$ cat config.mk
export PLATFORM = sky130hd
export DESIGN_NAME = alu_ctrl_idex
export DESIGN_NICKNAME = d
export VERILOG_FILES = /design/src/rtl/alu_pkg.sv /design/src/rtl/alu_op_decode.sv /design/src/rtl/alu_ctrl_idex.sv
export SDC_FILE = /design/constraint.sdc
export NUM_CORES = 1
export LEC_CHECK = 0
export CAP_MARGIN = 15
export CORE_UTILIZATION = 35
export DETAILED_ROUTE_END_ITERATION = 12
export HOLD_SLACK_MARGIN = 0.05
export PLACE_DENSITY = 0.8
export SYNTH_ARGS = -nofsm -noshare
export SYNTH_HDL_FRONTEND = slang
export SYNTH_SLANG_ARGS = --single-unit
$ cat constraint.sdc
create_clock -name clk -period 1.95 [get_ports clk]
set_input_delay 0.195 -clock clk [delete_from_list [all_inputs] [get_ports clk]]
set_output_delay 0.195 -clock clk [all_outputs]
set_load 0.01 [all_outputs]
$ cat src/rtl/alu_pkg.sv
// ALU operation codes, MIPS-32 subset opcode/funct values and the ID/EX control bundle.
package alu_pkg;

    localparam logic [2:0] ALU_AND = 3'b000;
    localparam logic [2:0] ALU_OR  = 3'b001;
    localparam logic [2:0] ALU_ADD = 3'b010;
    localparam logic [2:0] ALU_SUB = 3'b110;
    localparam logic [2:0] ALU_SLT = 3'b111;

    localparam logic [5:0] OP_RTYPE = 6'h00;
    localparam logic [5:0] OP_LW    = 6'h23;
    localparam logic [5:0] OP_SW    = 6'h2B;
    localparam logic [5:0] OP_BEQ   = 6'h04;
    localparam logic [5:0] OP_ADDI  = 6'h08;

    localparam logic [5:0] FN_ADD = 6'h20;
    localparam logic [5:0] FN_SUB = 6'h22;
    localparam logic [5:0] FN_AND = 6'h24;
    localparam logic [5:0] FN_OR  = 6'h25;
    localparam logic [5:0] FN_SLT = 6'h2A;

    typedef struct packed {
        logic [2:0] alu_sig;
        logic       alu_src;
        logic       reg_dst;
        logic       branch;
        logic       mem_read;
        logic       mem_write;
        logic       reg_write;
        logic [4:0] rs;
        logic [4:0] rt;
        logic [4:0] dst;
    } idex_ctrl_t;

    localparam idex_ctrl_t CTRL_BUBBLE = '0;

endpackage

$ cat src/rtl/alu_op_decode.sv
// Combinational instruction decode into the ID/EX control bundle plus legal flag.
// Zero latency; no flow control.
module alu_op_decode
    import alu_pkg::*;
(
    input  logic [31:0] i_instr,
    output idex_ctrl_t  o_ctrl,
    output logic        o_legal,
    output logic        o_uses_rt
);

    logic [5:0] w_op;
    logic [5:0] w_funct;
    logic [4:0] w_rs;
    logic [4:0] w_rt;
    logic [4:0] w_rd;
    logic       w_unused;

    assign w_op     = i_instr[31:26];
    assign w_rs     = i_instr[25:21];
    assign w_rt     = i_instr[20:16];
    assign w_rd     = i_instr[15:11];
    assign w_funct  = i_instr[5:0];
    assign w_unused = ^i_instr[10:6];

    always_comb begin
        o_ctrl    = CTRL_BUBBLE;
        o_legal   = 1'b1;
        o_uses_rt = 1'b0;
        o_ctrl.rs = w_rs;
        o_ctrl.rt = w_rt;
        case (w_op)
            OP_RTYPE: begin
                o_uses_rt        = 1'b1;
                o_ctrl.reg_dst   = 1'b1;
                o_ctrl.reg_write = 1'b1;
                o_ctrl.dst       = w_rd;
                case (w_funct)
                    FN_ADD:  o_ctrl.alu_sig = ALU_ADD;
                    FN_SUB:  o_ctrl.alu_sig = ALU_SUB;
                    FN_AND:  o_ctrl.alu_sig = ALU_AND;
                    FN_OR:   o_ctrl.alu_sig = ALU_OR;
                    FN_SLT:  o_ctrl.alu_sig = ALU_SLT;
                    default: o_legal        = 1'b0;
                endcase
            end
            OP_LW: begin
                o_ctrl.alu_sig   = ALU_ADD;
                o_ctrl.alu_src   = 1'b1;
                o_ctrl.mem_read  = 1'b1;
                o_ctrl.reg_write = 1'b1;
                o_ctrl.dst       = w_rt;
            end
            OP_SW: begin
                o_uses_rt        = 1'b1;
                o_ctrl.alu_sig   = ALU_ADD;
                o_ctrl.alu_src   = 1'b1;
                o_ctrl.mem_write = 1'b1;
            end
            OP_BEQ: begin
                o_uses_rt        = 1'b1;
                o_ctrl.alu_sig   = ALU_SUB;
                o_ctrl.branch    = 1'b1;
            end
            OP_ADDI: begin
                o_ctrl.alu_sig   = ALU_ADD;
                o_ctrl.alu_src   = 1'b1;
                o_ctrl.reg_write = 1'b1;
                o_ctrl.dst       = w_rt;
            end
            default: o_legal = 1'b0;
        endcase
        // $0 is hard-wired: a write to it must never reach write-back
        if (o_ctrl.dst == 5'd0) begin
            o_ctrl.reg_write = 1'b0;
        end
        if (!o_legal) begin
            o_ctrl = CTRL_BUBBLE;
        end
    end

endmodule

$ cat src/rtl/alu_ctrl_idex.sv
// ID/EX pipeline register with ALU-op decode, load-use stall, flush and hold.
// One-cycle latency ID->EX; hold freezes ID/EX, stall is combinational to PC and IF/ID.
module alu_ctrl_idex
    import alu_pkg::*;
(
    input  logic        clk,
    input  logic        rst_n,
    input  logic        id_valid,
    input  logic [31:0] id_instr,
    input  logic        flush,
    input  logic        hold,
    output logic        stall,
    output logic        illegal,
    output logic        ex_valid,
    output logic [2:0]  ex_alu_sig,
    output logic        ex_alu_src,
    output logic        ex_reg_dst,
    output logic        ex_branch,
    output logic        ex_mem_read,
    output logic        ex_mem_write,
    output logic        ex_reg_write,
    output logic [4:0]  ex_rs,
    output logic [4:0]  ex_rt,
    output logic [4:0]  ex_dst
);

    idex_ctrl_t w_dec;
    logic       w_legal;
    logic       w_uses_rt;
    logic [4:0] w_id_rs;
    logic [4:0] w_id_rt;
    logic       w_accept;

    idex_ctrl_t r_ex;
    logic       r_ex_valid;
    logic       r_illegal;

    alu_op_decode u_dec (
        .i_instr   (id_instr),
        .o_ctrl    (w_dec),
        .o_legal   (w_legal),
        .o_uses_rt (w_uses_rt)
    );

    assign w_id_rs = id_instr[25:21];
    assign w_id_rt = id_instr[20:16];

    assign stall = id_valid & r_ex_valid & r_ex.mem_read & (r_ex.rt != 5'd0)
                 & ((r_ex.rt == w_id_rs) | (w_uses_rt & (r_ex.rt == w_id_rt)));

    // A stalled instruction is re-presented next cycle, so it is only accepted once
    assign w_accept = id_valid & ~flush & ~stall;

    always_ff @(posedge clk or negedge rst_n) begin
        if (!rst_n) begin
            r_ex       <= CTRL_BUBBLE;
            r_ex_valid <= 1'b0;
            r_illegal  <= 1'b0;
        end else if (hold) begin
            r_illegal  <= 1'b0;
        end else begin
            r_illegal <= w_accept & ~w_legal;
            if (w_accept & w_legal) begin
                r_ex       <= w_dec;
                r_ex_valid <= 1'b1;
            end else begin
                r_ex       <= CTRL_BUBBLE;
                r_ex_valid <= 1'b0;
            end
        end
    end

    assign illegal      = r_illegal;
    assign ex_valid     = r_ex_valid;
    assign ex_alu_sig   = r_ex.alu_sig;
    assign ex_alu_src   = r_ex.alu_src;
    assign ex_reg_dst   = r_ex.reg_dst;
    assign ex_branch    = r_ex.branch;
    assign ex_mem_read  = r_ex.mem_read;
    assign ex_mem_write = r_ex.mem_write;
    assign ex_reg_write = r_ex.reg_write;
    assign ex_rs        = r_ex.rs;
    assign ex_rt        = r_ex.rt;
    assign ex_dst       = r_ex.dst;

endmodule
# After elaboration in Yosys (flattened, before gate mapping)
# Cells that the tools add are included.
# totals
regBits	26
latch_bits	0
mem_bits_rw	0
rom_bits	0
word_cells	62
mem_count	0
# classes
add_sub_neg	0
mul	0
n_div	0
n_lt_le_gt_ge	0
n_eq_ne	11
shift	0
n_mux	17
bitwise	13
reduce_logical	9
# op_table
op	n
$mux 24	2
$eq 6x6->1 const B	7
$pmux 3 s4	1
$mux 1	11
$eq 5x5->1	2
$pmux 5 s2	1
$and 1x1->1	9
$pmux 3 s3	1
$reduce_or 3->1	3
$eq 6x3->1 const B	1
$eq 6x4->1 const B	1
$logic_not 6->1	1
$logic_not 5->1	1
$reduce_bool 5->1	1
$reduce_or 5->1	1
$reduce_or 4->1	1
$not 1->1	3
$pmux 1 s2	1
$reduce_or 2->1	1
$or 1x1->1	1

# Longest topological paths before layout
# depth
word_depth	10
mapped_depth	7
depth_no_buf	5

# Hierarchy
# Synthesis repeated with hierarchy kept, for this count alone.
# hier_totals
hier_cells	227
hier_area_um2	1930.6
# modules_own_cells
mod	n_inst	cells_per_inst	area_each_um2	seq_area_each_um2
alu_ctrl_idex	1	164	1526.5	650.6
alu_op_decode	1	63	404.1	0.0

# Worst setup path before layout
# Ideal clock, no wire load.
# synth_path
path_type	input-to-reg
startpoint	input id_instr[27]
endpoint	register r_ex (netlist bit ex_dst[4])
setup_time_ps	64
arrival_ps	1725
required_time_ps	1886
setup_slack_ps	161
stages	6
path_cell_list	or4_4 > and4b_2 > a22oi_2 > nor3b_4 > buf_6 > a22o_2
# synth_between
elab_chain_cells	10
elab_cells_between_ends	19
# synth_rtl
item	line	text
from (decl)	alu_ctrl_idex.sv:9	input logic [31:0] id_instr,
$eq 6x6->1 (tied with other cells)	alu_op_decode.sv:32	case (w_op)
$reduce_or 3->1 (no line)	-	
$mux 1	alu_op_decode.sv:32	
$and 1x1->1	alu_ctrl_idex.sv:49	& ((r_ex.rt == w_id_rs) | (w_uses_rt & (r_ex.rt == w_id_rt)));
$or 1x1->1	alu_ctrl_idex.sv:49	
$and 1x1->1	alu_ctrl_idex.sv:49	
$not 1->1	alu_ctrl_idex.sv:52	assign w_accept = id_valid & ~flush & ~stall;
$and 1x1->1	alu_ctrl_idex.sv:52	
$and 1x1->1	alu_ctrl_idex.sv:63	if (w_accept & w_legal) begin
$mux 24 *	alu_ctrl_idex.sv:63	
to (signal assigned)	alu_ctrl_idex.sv:64	r_ex <= w_dec;
to (decl)	alu_ctrl_idex.sv:34	idex_ctrl_t r_ex;
# Every way passes the cells marked *; elsewhere a longest branch is shown, timed or not.
# A chain may end at the register's enable or synchronous reset.

# Worst setup path in the final report
# layout_path
startpoint	input id_instr[27]
endpoint	register r_ex (netlist bit ex_rs[0])
# The elaborated chain is that of the path after synthesis.

==> results.json <==
{
  "worstPathCellList": "clkdlybuf4s50_1, or4_4, o31ai_1, nand4_1, buf_4, nor3b_4, buf_12, a22o_2",
  "ys.flop_type": "dfrtp_1",
  "fin_crit_ns": 1.93,
  "ir_drop_mv": 0.220,
  "multi_input_area_um2": 713,
  "cp_data_arrival_time_ns": 2.09,
  "die-area_um2": 4300,
  "drive_gt1_share_pct": 30.5,
  "final_common_cell": "clkdlybuf4s50_1",
  "yosysSeqAreaShare_pct": 46.0,
  "chipWidth_um": 65.6,
  "crit_path_max_incr_delay_ns": 0.54,
  "worst_pin_slew_ns": 0.541,
  "final_cell_mix": "57 x clkdlybuf4s50_1, 35 x buf_4, 26 x dfrtp_1, 17 x a22o_2, 15 x nand2_1",
  "synth_largest_area_cell": "dfrtp_1",
  "fin_ws_ns": 0.0179,
  "netSwitchingFraction_pct": 23.8,
  "grt_pass1_wl_mm": 6.67,
  "ant_nets": 0,
  "power_leakage_nw": 1.06,
  "worstPathBufferInverterCount": 3,
  "fill_cells": 341,
  "register_area_um2": 651,
  "ys_types": 36,
  "place_area_um2": 2260,
  "clock_path_buffers": 2,
  "cp_max_fo": 14,
  "p_int_w": 0.000797,
  "grt_overflow": 0,
  "critPathTopFamily": "simple AND/OR/NAND/NOR gates",
  "clock_sinks": 26,
  "grt_max_degree": 27,
  "grt_pass1_vias": 1438,
  "clkLatencyLatePin_ns": 0.27,
  "place_ws_ns": -0.553,
  "synth_edf_count": 0,
  "wirelength_mm": 4.09,
  "viasPerCell": 5.25,
  "drc": 0,
  "dp.cells": 265,
  "core_um2": 3770,
  "syn_inst": 130,
  "maxCapViolCount": 0,
  "setup_violations": 0,
  "dr_total_vias": 1423,
  "yosys.area.top_type_share_pct": 46.0,
  "crit_path_end_kind": "flop",
  "cts-htree-levels": 1,
  "numCtsBuffers": 3,
  "outcome": "complete, no violations",
  "stdcell_count": 271,
  "max_slew_margin_pct": 63.9,
  "min_path_type": "input pin to async pin",
  "ys_ff_latch": 26,
  "gp_congestion": 0.814,
  "clockPowerShare_pct": 28.6,
  "fp.dieH_um": 65.6,
  "skew_ns": 0.00323,
  "diodes": 0,
  "synth_area_leaders": "dfrtp_1 46%, a22o_2 12%, xor2_1 6.2%",
  "start_util_pct": 37.5,
  "final_util_pct": 62.0,
  "async_reset_ff_share_pct": 100,
  "cts_tree": "done",
  "yosys_warnings": 0,
  "slew_violations": 0,
  "wire_per_inst_um": 15.1,
  "hold_violations": 0,
  "drtIter0Drc": 63,
  "synth_nets": 167,
  "power_density_nw_per_um2": 447,
  "rsz0062_at_grt": "true",
  "critPathLaunchType": "input pin",
  "fp-row-count": 22,
  "synth_area_um2": 1410,
  "grt.total_usage_pct": 20.7,
  "io_buffers": 58,
  "pin_count": 64,
  "power.total_w": 0.00105,
  "path_class": "input pin to flop",
  "fin_crit_sh_pct": 99.1,
  "p_sw_w": 0.000249,
  "slowest_stage": "or4_4",
  "timing.fmax_mhz": 518,
  "area_growth_pct": 65.4,
  "combPwrFrac_pct": 19.3,
  "clk_pin_slew_ns": 0.08,
  "fin_area_um2": 2340,
  "required_ns": 2.11,
  "grt_antenna_before_repair": 0,
  "seqPwrFrac_pct": 52.1,
  "clock_tree.root_cell": "clkbuf_8",
  "dr.pass1.iters": 4,
  "nets": 262,
  "post_synth.cell_area_avg_um2": 10.9,
  "postCtsHoldBufs": 0,
  "dpl.hpwl_mm": 3.17
}
-- registers in the layout (all words and copies together) (netlist names) --
name          count
ex_reg_write      1
ex_branch         1
ex_rt             5
ex_reg_dst        1
ex_alu_src        1
ex_dst            5
ex_valid          1
illegal           1
ex_mem_write      1
ex_mem_read       1
ex_alu_sig        3
ex_rs             5
-- final timing paths --
path | start | endpoint | slack [ns] | cells after the start
setup / recovery | id_instr[27] | ex_rs[0] | 0.02 | 8
hold / removal | rst_n | ex_dst[3] | 0.30 | 2
setup reg to reg | ex_rt[0] | ex_rs[0] | 0.03 | 8
hold reg to reg | ex_alu_sig[0] | ex_alu_sig[0] | 0.49 | 2
max in group asynchronous | rst_n | ex_rt[4] | 1.41 | 2
min in group clk | ex_alu_sig[0] | ex_alu_sig[0] | 0.49 | 2
-- layout make-up --
type                            count  area share (%)
Clock buffer                        3            1.77
Multi-Input combinational cell     96            30.5
Inverter                            4           0.642
Tap cell                           48            2.57
Timing Repair Buffer               94            36.7
Sequential cell                    26            27.8
-- metal layers --
metal,global-route usage [%],wire length (um)
met1,25.3,1780
met2,36.2,2030
met3,2.78,215
met4,8.42,66
met5,0,0
-- cell families (layout without fill, tap and decap cells) --
logic type | Yosys count | count (layout) | share of synthesized area [%]
AOI/OAI and AO/OA | 41 | 41 | 25.6
xor gates and xnor gates | 11 | 11 | 6.81
buffers and inverters | 8 | 101 | 3.98
DFF | 26 | 26 | 46.0
muxes | 1 | 1 | 0.708
and+or+nand+nor | 43 | 43 | 16.9
-- power groups by stage --
stage	clock, W	sequential, W	combinational [W]
finish	0.000298	0.000545	0.000202
global route	0.000331	0.000545	0.000220
CTS	0.000304	0.000545	0.000202
detailed placement	0	0.000555	0.000200
global placement	0	0.000555	0.000195
floorplan	0	0.000558	0.0000549
-- cells in the mapped netlist, types with 2 or more instances --
cell type	count
nand4_1	2
nand2_1	15
a21oi_1	2
nor2_1	8
o21ai_0	2
a31oi_1	2
o41ai_1	3
o31ai_1	3
buf_6	2
inv_1	4
nand3_1	3
dfrtp_1	26
nor3_1	5
a22o_1	6
xor2_1	10
a22o_2	17
-- metrics by stage --
step	hold WS (ns)	setup TNS [ns]
global placement	0.469	-8.84
CTS	0.303	0
finish	0.297	0
global route	0.317	-1.34
floorplan	-0.101	0
detailed placement	0.469	-9.69
-- repair_timing --
action,4_1_cts,5_1_grt
setup endpoints to repair,18,18
hold endpoints to repair,0,0
setup buffers,2,1
pin swaps,3,1
gates resized for setup,4,2
(Power assumes the default switching activity.)
